--- src/rtl/rvfi_monitor_pkg.sv ---
// Shared types and constants for the RVFI retirement-stream checker.
package rvfi_monitor_pkg;

  localparam int XLEN_DEF = 32;
  localparam logic [1:0] IXL_RV32 = 2'b01;
  localparam logic [1:0] MODE_M   = 2'b11;

  typedef enum logic [3:0] {
    ERR_NONE       = 4'd0,
    ERR_ORDER      = 4'd1,
    ERR_PC         = 4'd2,
    ERR_X0         = 4'd3,
    ERR_RS1        = 4'd4,
    ERR_RS2        = 4'd5,
    ERR_MEM        = 4'd6,
    ERR_ISA        = 4'd7,
    ERR_AFTER_HALT = 4'd8
  } err_code_e;

  typedef enum logic [1:0] {
    ST_RUN    = 2'd0,
    ST_HALTED = 2'd1,
    ST_ERROR  = 2'd2
  } mon_state_e;

endpackage

--- src/rtl/rvfi_shadow_rf.sv ---
// Shadow copy of x1..x31 with per-register valid bits; x0 reads as a known zero.
module rvfi_shadow_rf
  import rvfi_monitor_pkg::*;
#(
  parameter int XLEN = XLEN_DEF
) (
  input  logic            clk_i,
  input  logic            rst_ni,
  input  logic            clr_i,
  input  logic            we_i,
  input  logic [4:0]      waddr_i,
  input  logic [XLEN-1:0] wdata_i,
  input  logic [4:0]      raddr_a_i,
  output logic            valid_a_o,
  output logic [XLEN-1:0] rdata_a_o,
  input  logic [4:0]      raddr_b_i,
  output logic            valid_b_o,
  output logic [XLEN-1:0] rdata_b_o
);

  logic [XLEN-1:0] data_q [31:1];
  logic [XLEN-1:0] data_d [31:1];
  logic [31:1]     valid_q;
  logic [31:1]     valid_d;

  // A write in the same cycle as a clear survives: the clear-cycle packet seeds the file.
  always_comb begin
    data_d  = data_q;
    valid_d = valid_q;
    if (clr_i) valid_d = '0;
    if (we_i && (waddr_i != 5'd0)) begin
      data_d[waddr_i]  = wdata_i;
      valid_d[waddr_i] = 1'b1;
    end
  end

  always_ff @(posedge clk_i) begin
    if (!rst_ni) valid_q <= '0;
    else         valid_q <= valid_d;
  end

  always_ff @(posedge clk_i) begin
    data_q <= data_d;
  end

  always_comb begin
    valid_a_o = 1'b1;
    rdata_a_o = '0;
    if (raddr_a_i != 5'd0) begin
      valid_a_o = valid_q[raddr_a_i];
      rdata_a_o = data_q[raddr_a_i];
    end
  end

  always_comb begin
    valid_b_o = 1'b1;
    rdata_b_o = '0;
    if (raddr_b_i != 5'd0) begin
      valid_b_o = valid_q[raddr_b_i];
      rdata_b_o = data_q[raddr_b_i];
    end
  end

endmodule

--- src/rtl/rvfi_monitor.sv ---
// Single-retire RVFI consistency checker; latches the first violation as a sticky error.
module rvfi_monitor
  import rvfi_monitor_pkg::*;
#(
  parameter int              XLEN     = XLEN_DEF,
  parameter logic [XLEN-1:0] RESET_PC = '0,
  parameter int              CNT_W    = 64
) (
  input  logic             clk_i,
  input  logic             rst_ni,
  input  logic             clear_i,
  input  logic             rvfi_valid,
  input  logic [CNT_W-1:0] rvfi_order,
  input  logic [31:0]      rvfi_insn,
  input  logic             rvfi_trap,
  input  logic             rvfi_halt,
  input  logic             rvfi_intr,
  input  logic [1:0]       rvfi_mode,
  input  logic [1:0]       rvfi_ixl,
  input  logic [4:0]       rvfi_rs1_addr,
  input  logic [4:0]       rvfi_rs2_addr,
  input  logic [4:0]       rvfi_rd_addr,
  input  logic [XLEN-1:0]  rvfi_rs1_rdata,
  input  logic [XLEN-1:0]  rvfi_rs2_rdata,
  input  logic [XLEN-1:0]  rvfi_rd_wdata,
  input  logic [XLEN-1:0]  rvfi_pc_rdata,
  input  logic [XLEN-1:0]  rvfi_pc_wdata,
  input  logic [XLEN-1:0]  rvfi_mem_addr,
  input  logic [XLEN-1:0]  rvfi_mem_rdata,
  input  logic [XLEN-1:0]  rvfi_mem_wdata,
  input  logic [3:0]       rvfi_mem_rmask,
  input  logic [3:0]       rvfi_mem_wmask,
  output logic             err_o,
  output logic [3:0]       err_code_o,
  output logic [CNT_W-1:0] err_order_o,
  output logic [CNT_W-1:0] retired_cnt_o,
  output logic             halted_o
);

  mon_state_e       state_q, state_d;
  logic             err_q, err_d;
  err_code_e        err_code_q, err_code_d;
  logic [CNT_W-1:0] err_order_q, err_order_d;
  logic [CNT_W-1:0] retired_q, retired_d;
  logic             halted_q, halted_d;
  logic [CNT_W-1:0] exp_order_q, exp_order_d;
  logic [XLEN-1:0]  exp_pc_q, exp_pc_d;
  logic             sync_q, sync_d;

  logic             sh_we, sh_clr;
  logic             rs1_valid, rs2_valid;
  logic [XLEN-1:0]  rs1_shadow, rs2_shadow;
  err_code_e        chk_code;

  logic unused_ok;
  assign unused_ok = ^{rvfi_insn, rvfi_mem_addr, rvfi_mem_rdata, rvfi_mem_wdata};

  rvfi_shadow_rf #(.XLEN(XLEN)) u_shadow (
    .clk_i     (clk_i),
    .rst_ni    (rst_ni),
    .clr_i     (sh_clr),
    .we_i      (sh_we),
    .waddr_i   (rvfi_rd_addr),
    .wdata_i   (rvfi_rd_wdata),
    .raddr_a_i (rvfi_rs1_addr),
    .valid_a_o (rs1_valid),
    .rdata_a_o (rs1_shadow),
    .raddr_b_i (rvfi_rs2_addr),
    .valid_b_o (rs2_valid),
    .rdata_b_o (rs2_shadow)
  );

  // Lowest code wins when several checks fail on the same packet.
  always_comb begin
    chk_code = ERR_NONE;
    if (!sync_q && (rvfi_order != exp_order_q))
      chk_code = ERR_ORDER;
    else if (!sync_q && !rvfi_intr && (rvfi_pc_rdata != exp_pc_q))
      chk_code = ERR_PC;
    else if ((rvfi_rd_addr == 5'd0) && (rvfi_rd_wdata != '0))
      chk_code = ERR_X0;
    else if (rs1_valid && (rvfi_rs1_rdata != rs1_shadow))
      chk_code = ERR_RS1;
    else if (rs2_valid && (rvfi_rs2_rdata != rs2_shadow))
      chk_code = ERR_RS2;
    else if ((rvfi_mem_rmask != 4'd0) && (rvfi_mem_wmask != 4'd0))
      chk_code = ERR_MEM;
    else if ((rvfi_ixl != IXL_RV32) || (rvfi_mode != MODE_M))
      chk_code = ERR_ISA;
  end

  always_comb begin
    state_d     = state_q;
    err_d       = err_q;
    err_code_d  = err_code_q;
    err_order_d = err_order_q;
    retired_d   = retired_q;
    halted_d    = halted_q;
    exp_order_d = exp_order_q;
    exp_pc_d    = exp_pc_q;
    sync_d      = sync_q;
    sh_we       = 1'b0;
    sh_clr      = 1'b0;

    if (clear_i) begin
      state_d     = ST_RUN;
      err_d       = 1'b0;
      err_code_d  = ERR_NONE;
      err_order_d = '0;
      retired_d   = '0;
      halted_d    = 1'b0;
      sh_clr      = 1'b1;
      sync_d      = 1'b1;
      // A packet coincident with clear becomes the unchecked baseline.
      if (rvfi_valid) begin
        exp_order_d = rvfi_order + CNT_W'(1);
        exp_pc_d    = rvfi_pc_wdata;
        sync_d      = 1'b0;
        sh_we       = !rvfi_trap && (rvfi_rd_addr != 5'd0);
      end
    end else if (rvfi_valid) begin
      unique case (state_q)
        ST_RUN: begin
          if (chk_code != ERR_NONE) begin
            state_d     = ST_ERROR;
            err_d       = 1'b1;
            err_code_d  = chk_code;
            err_order_d = rvfi_order;
          end else begin
            exp_order_d = (sync_q ? rvfi_order : exp_order_q) + CNT_W'(1);
            exp_pc_d    = rvfi_pc_wdata;
            retired_d   = retired_q + CNT_W'(1);
            sync_d      = 1'b0;
            sh_we       = !rvfi_trap && (rvfi_rd_addr != 5'd0);
            if (rvfi_halt) begin
              state_d  = ST_HALTED;
              halted_d = 1'b1;
            end
          end
        end
        ST_HALTED: begin
          state_d     = ST_ERROR;
          err_d       = 1'b1;
          err_code_d  = ERR_AFTER_HALT;
          err_order_d = rvfi_order;
        end
        default: ;
      endcase
    end
  end

  always_ff @(posedge clk_i) begin
    if (!rst_ni) begin
      state_q     <= ST_RUN;
      err_q       <= 1'b0;
      err_code_q  <= ERR_NONE;
      err_order_q <= '0;
      retired_q   <= '0;
      halted_q    <= 1'b0;
      exp_order_q <= '0;
      exp_pc_q    <= RESET_PC;
      sync_q      <= 1'b0;
    end else begin
      state_q     <= state_d;
      err_q       <= err_d;
      err_code_q  <= err_code_d;
      err_order_q <= err_order_d;
      retired_q   <= retired_d;
      halted_q    <= halted_d;
      exp_order_q <= exp_order_d;
      exp_pc_q    <= exp_pc_d;
      sync_q      <= sync_d;
    end
  end

  assign err_o         = err_q;
  assign err_code_o    = err_code_q;
  assign err_order_o   = err_order_q;
  assign retired_cnt_o = retired_q;
  assign halted_o      = halted_q;

endmodule
--- config.mk ---
export PLATFORM = sky130hd
export DESIGN_NAME = rvfi_monitor
export DESIGN_NICKNAME = d
export VERILOG_FILES = /design/src/rtl/rvfi_monitor_pkg.sv /design/src/rtl/rvfi_shadow_rf.sv /design/src/rtl/rvfi_monitor.sv
export SDC_FILE = /design/constraint.sdc
export NUM_CORES = 2
export LEC_CHECK = 0
export BUFFER_PORTS_ARGS = -buffer_cell sky130_fd_sc_hd__buf_2
export CORE_MARGIN = 2
export CORE_UTILIZATION = 35
export DETAILED_ROUTE_END_ITERATION = 7
export PLACE_DENSITY = 0.51
export SLEW_MARGIN = 20
export SYNTH_ARGS = -nofsm -noshare
export SYNTH_HDL_FRONTEND = slang
export SYNTH_HIERARCHICAL = 1
export SYNTH_SLANG_ARGS = --single-unit
--- constraint.sdc ---
create_clock -name clk_i -period 13.5 [get_ports clk_i]
set_input_delay 0.675 -clock clk_i [delete_from_list [all_inputs] [get_ports clk_i]]
set_output_delay 0.675 -clock clk_i [all_outputs]
set_load 0.01 [all_outputs]
Yosys cells after proc, flatten, opt, wreduce, memory -nomap -nowiden
Index checks and enable logic that the tools add are counted.
{"block": "totals", "reg_bits": 1256, "latch_bits": 0, "ram_bits": 0, "romBits": 0, "word_cells": 151, "memories": 0}
{"block": "classes", "add_sub_neg": 3, "mul": 0, "n_div": 0, "magnitude_cmp": 4, "n_eq_ne": 10, "shift": 0, "mux": 57, "bitwise_logic": 3, "reduce_logical": 33}
{"op": "bitwise mux 992 bit", "count": 1}
{"op": "2-to-1 mux 64 bit", "count": 7}
{"op": "binary-select mux 32 bit (select 5 bit)", "count": 2}
{"op": "2-to-1 mux 32 bit", "count": 10}
{"op": "adder 64 x 1 -> 64 bit, second input constant", "count": 3}
{"op": "demux 32 bit (select 5 bit)", "count": 1}
{"op": "one-hot mux 64 bit (2 select lines)", "count": 1}
{"op": "inequality test 32 bit", "count": 3}
{"op": "inequality test 64 bit", "count": 1}
{"op": "2-to-1 mux 31 bit", "count": 2}
{"op": "nonzero test 32 bit", "count": 1}
{"op": "bitwise OR 31 bit", "count": 1}
{"op": "2-to-1 mux 3 bit", "count": 7}
{"op": "< comparator 5 x 6 -> 1 bit, second input constant", "count": 3}
{"op": "2-to-1 mux 1 bit", "count": 17}
{"op": "AND reduction 3 bit", "count": 5}
{"op": "nonzero test 5 bit", "count": 3}
{"op": "nonzero test 4 bit", "count": 3}
{"op": "binary-select mux 1 bit (select 5 bit)", "count": 2}
{"op": "logical AND 1 bit", "count": 10}
{"op": "one-hot mux 4 bit (2 select lines)", "count": 1}
{"op": "inequality test 2 bit, second input constant", "count": 3}
{"op": "nonzero test 2 bit", "count": 3}
{"op": "demux 1 bit (select 5 bit)", "count": 1}
{"op": "15 further kinds", "count": 19}

Longest topological paths before layout
{"block": "depth", "ltp_word": 17, "depth_mapped": 23, "mapped_depth_nobuf": 15}

Hierarchy
Netlist, hierarchy kept.
{"module": "rvfi_shadow_rf", "instances": 1, "cells_each": 2560, "area_each_um2": 47763.3, "seq_area_each_um2": 30409.2}
{"module": "rvfi_monitor", "instances": 1, "cells_each": 1874, "area_each_um2": 14134.8, "seq_area_each_um2": 4664.5}

Worst setup path before layout
No wires, ideal clock.
{"block": "synth_path", "path_type": "input port to flip-flop", "startpoint": "in rvfi_rs2_addr[2]", "endpoint": "reg u_shadow/data_q[352] in the netlist's numbering, enable pin", "arrival_time_ps": 6369, "path_slack_ps": 6709, "stages": 21, "n_path_buf": 7, "path_cell_list": "buf_2 -> buf_2 -> buf_1 -> mux4_2 -> a22o_1 -> o21ai_1 -> o31ai_1 -> xor2_1 -> nor4_1 -> nand4_1 -> o21ai_0 -> nand2_1 -> nor4_1 -> buf_2 -> a21oi_1 -> clkbuf_1 -> clkbuf_1 -> nor3_1 -> or3b_2 -> clkbuf_1 -> nor2_1"}
{"block": "synth_via", "elab_chain_len": 16}
{"item": "start, declared", "line_no": "rvfi_monitor.sv:21", "text": "input logic [4:0] rvfi_rs2_addr,"}
{"item": "binary-select mux 32 bit (select 5 bit)", "line_no": "rvfi_shadow_rf.sv:60", "text": "rdata_b_o = data_q[raddr_b_i];"}
{"item": "2-to-1 mux 32 bit (implied by the code)", "line_no": "rvfi_shadow_rf.sv:60"}
{"item": "2-to-1 mux 32 bit (*)", "line_no": "rvfi_shadow_rf.sv:58", "text": "if (raddr_b_i != 5'd0) begin"}
{"item": "named net rs2_shadow[24]", "line_no": "rvfi_monitor.sv:52", "text": "logic [XLEN-1:0] rs1_shadow, rs2_shadow;"}
{"item": "inequality test 32 bit (*)", "line_no": "rvfi_monitor.sv:84", "text": "else if (rs2_valid && (rvfi_rs2_rdata != rs2_shadow))"}
{"item": "logical AND 1 bit (*)", "line_no": "rvfi_monitor.sv:84"}
{"item": "2-to-1 mux 3 bit (*)", "line_no": "rvfi_monitor.sv:84"}
{"item": "2-to-1 mux 3 bit (*)", "line_no": "rvfi_monitor.sv:82", "text": "else if (rs1_valid && (rvfi_rs1_rdata != rs1_shadow))"}
{"item": "(+2 left out)"}
{"item": "2-to-1 mux 3 bit (*)", "line_no": "rvfi_monitor.sv:76", "text": "if (!sync_q && (rvfi_order != exp_order_q))"}
{"item": "nonzero test 4 bit (*)", "line_no": "rvfi_monitor.sv:124", "text": "if (chk_code != ERR_NONE) begin"}
{"item": "2-to-1 mux 1 bit (*)", "line_no": "rvfi_monitor.sv:124"}
{"item": "2-to-1 mux 1 bit (*)", "line_no": "rvfi_monitor.sv:122", "text": "unique case (state_q)"}
{"item": "2-to-1 mux 1 bit (*)", "line_no": "rvfi_monitor.sv:121", "text": "end else if (rvfi_valid) begin"}
{"item": "2-to-1 mux 1 bit (*)", "line_no": "rvfi_monitor.sv:105", "text": "if (clear_i) begin"}
{"item": "named net sh_we", "line_no": "rvfi_monitor.sv:50", "text": "logic sh_we, sh_clr;"}
{"item": "logical AND 1 bit (*)", "line_no": "rvfi_shadow_rf.sv:31", "text": "if (we_i && (waddr_i != 5'd0)) begin"}
{"item": "end signal, assigned", "line_no": "rvfi_shadow_rf.sv:43", "text": "data_q <= data_d;"}
{"item": "end, declared", "line_no": "rvfi_shadow_rf.sv:21", "text": "logic [XLEN-1:0] data_q [31:1];"}
The timed path passes the listed nets; every way through them passes the cells marked *. The select of a mux whose other input is x is not followed.
A chain may end at the register's enable or synchronous reset.

Final worst setup path
{"block": "layout_path", "startpoint": "in rvfi_rs1_addr[1]", "endpoint": "reg u_shadow/data_q[952] in the netlist's numbering, enable pin"}
{"block": "layout_via", "elab_chain_len": 15}
{"item": "start, declared", "line_no": "rvfi_monitor.sv:20", "text": "input logic [4:0] rvfi_rs1_addr,"}
{"item": "binary-select mux 32 bit (select 5 bit)", "line_no": "rvfi_shadow_rf.sv:51", "text": "rdata_a_o = data_q[raddr_a_i];"}
{"item": "2-to-1 mux 32 bit (implied by the code)", "line_no": "rvfi_shadow_rf.sv:51"}
{"item": "2-to-1 mux 32 bit (*)", "line_no": "rvfi_shadow_rf.sv:49", "text": "if (raddr_a_i != 5'd0) begin"}
{"item": "named net rs1_shadow[28]", "line_no": "rvfi_monitor.sv:52"}
{"item": "inequality test 32 bit (*)", "line_no": "rvfi_monitor.sv:82"}
{"item": "logical AND 1 bit (*)", "line_no": "rvfi_monitor.sv:82"}
{"item": "2-to-1 mux 3 bit (*)", "line_no": "rvfi_monitor.sv:82"}
{"item": "2-to-1 mux 3 bit (*)", "line_no": "rvfi_monitor.sv:80", "text": "else if ((rvfi_rd_addr == 5'd0) && (rvfi_rd_wdata != '0))"}
{"item": "2-to-1 mux 3 bit (*)", "line_no": "rvfi_monitor.sv:78", "text": "else if (!sync_q && !rvfi_intr && (rvfi_pc_rdata != exp_pc_q))"}
{"item": "2-to-1 mux 3 bit (*)", "line_no": "rvfi_monitor.sv:76"}
{"item": "nonzero test 4 bit (*)", "line_no": "rvfi_monitor.sv:124"}
{"item": "2-to-1 mux 1 bit (*)", "line_no": "rvfi_monitor.sv:124"}
{"item": "2-to-1 mux 1 bit (*)", "line_no": "rvfi_monitor.sv:122"}
{"item": "2-to-1 mux 1 bit (*)", "line_no": "rvfi_monitor.sv:121"}
{"item": "2-to-1 mux 1 bit (*)", "line_no": "rvfi_monitor.sv:105"}
{"item": "named net sh_we", "line_no": "rvfi_monitor.sv:50"}
{"item": "logical AND 1 bit (*)", "line_no": "rvfi_shadow_rf.sv:31"}
Marked as above.

==> flow_metrics.env <==
export IMPL_multi_input_area_mm2=0.0254
export IMPL_cp_end_kind="register"
export IMPL_peakVddDrop_mv=0.126
export IMPL_root_buffer="clkbuf_16"
export IMPL_use_met2_pct=38.3
export IMPL_remaining_drc_errors=0
export IMPL_met1_usage_pct=30.7
export IMPL_cpMostUsedCell="buf_4"
export IMPL_synth_distinct_cells=82
export IMPL_critPathSlowestCell="nor2_4"
export IMPL_power_per_cell_area_mw_per_mm2=129
export IMPL_yosys_warnings=6
export IMPL_worst_slack_ps=4300
export IMPL_synth_nets=4822
export IMPL_cts_hold_buf=0
export IMPL_crit_family="simple AND/OR/NAND/NOR gates"
export IMPL_fmax_ghz=0.109
export IMPL_ys_ff_latch=1256
export IMPL_outcome="finished, final reports clean"
export IMPL_grt_pass1_wl_mm=305
export IMPL_antenna_found_initial=20
export IMPL_worstSkewPairLatency_ps=810
export IMPL_synth_main_ff_cell="edfxtp_1"
export IMPL_die_w_um=425
export IMPL_maxSlewHeadroom_pct=20.3
export IMPL_critPathBufInv=5
export IMPL_rsz0062_at_grt="false"
export IMPL_core_area_mm2=0.176
export IMPL_r2r_end="u_shadow/data_q[952]$_DFFE_PP_"
export IMPL_place_hpwl_mm=135
export IMPL_maxCapViolations=0
export IMPL_die_h_um=425
export IMPL_crit_type="in -> reg"
export IMPL_grt_busiest_layer="met2"
export IMPL_r2r_slack_ps=5720
export IMPL_overflow=0
export IMPL_routed_via_density=5.93
export IMPL_cts_buffers=146
export IMPL_initialDrtViolationCount=4058
export IMPL_period_needed_ps=9200
export IMPL_cts_setup_buffers=0
export IMPL_layout_nets=5133
export IMPL_clk_pin_slew_ps=60
export IMPL_path_cells="buf_6 > buf_4 > nor2b_4 > buf_4 > o2bb2ai_1 > a211oi_1 > o31ai_1 > xor2_1 > nor4_1 > nand4_1 > o21ai_0 > buf_4 > nand2_1 > nor4_2 > a21oi_4 > nor3_1 > nand3b_1 > nor2_4 > buf_4"
export IMPL_cp_num_cells=19
export IMPL_hp_class="in -> reg"
export IMPL_syn_area_mm2=0.0619
export IMPL_cp_startpoint="rvfi_rs1_addr[1]"
export IMPL_crit_path_end="u_shadow/data_q[952]$_DFFE_PP_"
export IMPL_worstMarginPinSlew_ps=1190
export IMPL_drv_slew=0
export IMPL_setup_viol=0
export IMPL_grt_use_total_pct=23.4
export IMPL_worstReg2RegStart="u_shadow/data_q[903]$_DFFE_PP_"
export IMPL_postRouteAntennaNets=0
export IMPL_yosysSeqAreaShare_pct=56.7
export IMPL_synthToLayoutAreaGrowth_pct=15.8
export IMPL_ctsResizeCount=0
export IMPL_cts_buffer_depth=3
export IMPL_cts_sinks=1256
export IMPL_gp_congestion=0.846
export IMPL_cp_slowest_stage_delay_ps=1170
export IMPL_port_buffers=391
export IMPL_start_util_pct=35.2
export IMPL_cts_tree="done"
export IMPL_io_pins=520
export IMPL_h_tree_depth=4
export IMPL_final_fill_count=16300
export IMPL_skew_ps=47.0
export IMPL_drive_gt1_share_pct=25.7
export IMPL_netlist_instances=4434
export IMPL_postSynthAreaPerCell_um2=14.0
export IMPL_wl_mm=216
export IMPL_async_reset_ff_share_pct=0
export IMPL_worstRegToRegCells=16
export IMPL_path_max_fanout=46
export IMPL_leakage_nw=24.1
export IMPL_post_drt_wl_per_cell_um=29.9
export IMPL_regArea_mm2=0.0351
export IMPL_grt_max_degree=92
export IMPL_preCtsSetupSlack_ps=3660
export IMPL_worstHoldStart="rvfi_pc_wdata[24]"
export IMPL_fin_tns_setup_ps=0
export IMPL_hold_viol=0
export IMPL_firstDrtPassIters=8
export IMPL_dieArea_mm2=0.180
export IMPL_cp_arrival_ps=9630
export IMPL_num_rows=154
export IMPL_grt_met3_usage_pct=4.67
export IMPL_period_share_pct=68.1
export IMPL_synth_edf_count=992
export IMPL_grt_pass1_vias=42200
export IMPL_cp_required_ps=13930
export IMPL_num_vias=42700
export IMPL_cp_start_kind="input port"
## flip-flops by register name (all words and copies together), names as in the netlist
register and count:
exp_order_q 64, err_code_o 4, u_shadow/valid_q 31, u_shadow/data_q 992, retired_cnt_o 64, sync_q 1, exp_pc_q 32, err_o 1
state_q 2, err_order_o 64, halted_o 1
## power breakdown
group	total, W	internal (W)	switching, W	leakage [nW]
clock	0.00418	0.00248	0.00169	2.46
combinational	0.000846	0.000304	0.000542	10.6
sequential	0.00422	0.00420	0.0000237	11.1
## cells in the mapped netlist, types with 14 or more instances
| library cell | number | area (µm²) |
|---|---|---|
| xnor2_1 | 14 | 123 |
| o22ai_1 | 66 | 413 |
| and2_1 | 83 | 519 |
| o2bb2ai_1 | 31 | 272 |
| nor3_1 | 16 | 80.1 |
| nor4_1 | 57 | 357 |
| buf_6 | 18 | 203 |
| nand4_1 | 46 | 288 |
| o21a_1 | 45 | 338 |
| buf_2 | 71 | 355 |
| o21ai_1 | 67 | 335 |
| buf_4 | 33 | 248 |
| buf_1 | 22 | 82.6 |
| and3_1 | 25 | 156 |
| nand2_1 | 342 | 1280 |
| or3_1 | 50 | 313 |
| a22o_1 | 159 | 1390 |
| dfxtp_1 | 264 | 5290 |
| o211ai_1 | 34 | 255 |
| a32oi_1 | 18 | 158 |
| mux2i_1 | 243 | 2430 |
| edfxtp_1 | 992 | 29800 |
| a31oi_1 | 18 | 113 |
| nor2b_1 | 40 | 250 |
| nand3_1 | 59 | 295 |
| a21oi_1 | 207 | 1040 |
| clkbuf_1 | 200 | 751 |
| o31ai_1 | 83 | 623 |
| o21ai_0 | 114 | 571 |
| mux4_2 | 397 | 8940 |
| a211oi_1 | 70 | 526 |
| mux2_2 | 38 | 428 |
| nor2_1 | 127 | 477 |
| xor2_1 | 169 | 1480 |
| or4_1 | 21 | 158 |
| inv_1 | 36 | 135 |
## through the flow
stage                     power, W  cells  instance area, µm²  hold WS [ps]  utilization (%)
final                      0.00925   7213               71700           127             40.7
after global routing       0.00954   7208               71600           100             40.7
after CTS                  0.00933   7202               71600          58.2             40.7
after detailed placement   0.00515   6936               66600           445             37.8
after global placement     0.00514   6932               66400           440             37.8
after floorplan            0.00479   4434               61900           444                -
## final cells by class
cell class,count,area share (%)
Sequential cell,1256,48.9
Multi-Input combinational cell,2795,35.5
Clock buffer,182,5.53
Timing Repair Buffer,507,4.20
Tap cell,2340,4.09
Clock inverter,84,1.52
Inverter,39,0.204
Antenna cell,10,0.0349
## routing by layer
layer	routed length, µm	vias up
met3	15600	394
met1	88200	22300
met4	8310	12
met2	103000	1630
li1	-	18400
met5	73	-
## cells by family after synthesis
kind of cell	share of synthesized area (%)
xor gates and xnor gates	2.59
adders and majority gates	0.0404
DFF	56.7
AOI/OAI and AO/OA	11.0
and+or+nand+nor	7.77
muxes	19.1
buffers and inverters	2.88
## layout by cell type, fill, tap and decap left out, types with 34 or more instances in the layout
cell       count
mux4_2       397
a211oi_1      70
mux2i_1      243
nor2_1        93
o21a_1        45
or3_1         50
buf_2        381
o21ai_1       67
edfxtp_1     992
dfxtp_1      263
nand2_1      340
nor4_1        56
a21oi_1      205
nand4_1       46
nor2_4        34
o31ai_1       78
nor2b_1       34
a22o_1       159
mux2_2        38
buf_4        114
o22ai_1       66
nand3_1       59
inv_1         36
o21ai_0      114
clkbuf_16    150
o211ai_1      34
xor2_1       169
and2_1        81
## worst register-to-register path, delay by kind of cell (launching register included)
| kind | cells | cell delay [ps] |
|---|---|---|
| muxes | 1 | 470 |
| AOI/OAI and AO/OA | 5 | 1510 |
| buffers and inverters | 2 | 790 |
| and+or+nand+nor | 7 | 3960 |
| DFF | 1 | 390 |
| xor gates and xnor gates | 1 | 250 |
## worst min path at each step
stage                                         to  slack, ps  cells after the start
floorplan               exp_pc_q[0]$_SDFFE_PN0P_        440                      2
global placement     err_order_o[1]$_SDFFE_PP0P_        440                      2
detailed placement  err_order_o[36]$_SDFFE_PP0P_        440                      2
CTS                    exp_pc_q[15]$_SDFFE_PN0P_         60                      3
global route           exp_pc_q[10]$_SDFFE_PN0P_        100                      3
finish                 exp_pc_q[24]$_SDFFE_PN0P_        130                      3
Note: power is estimated with default switching activity, not from simulation.
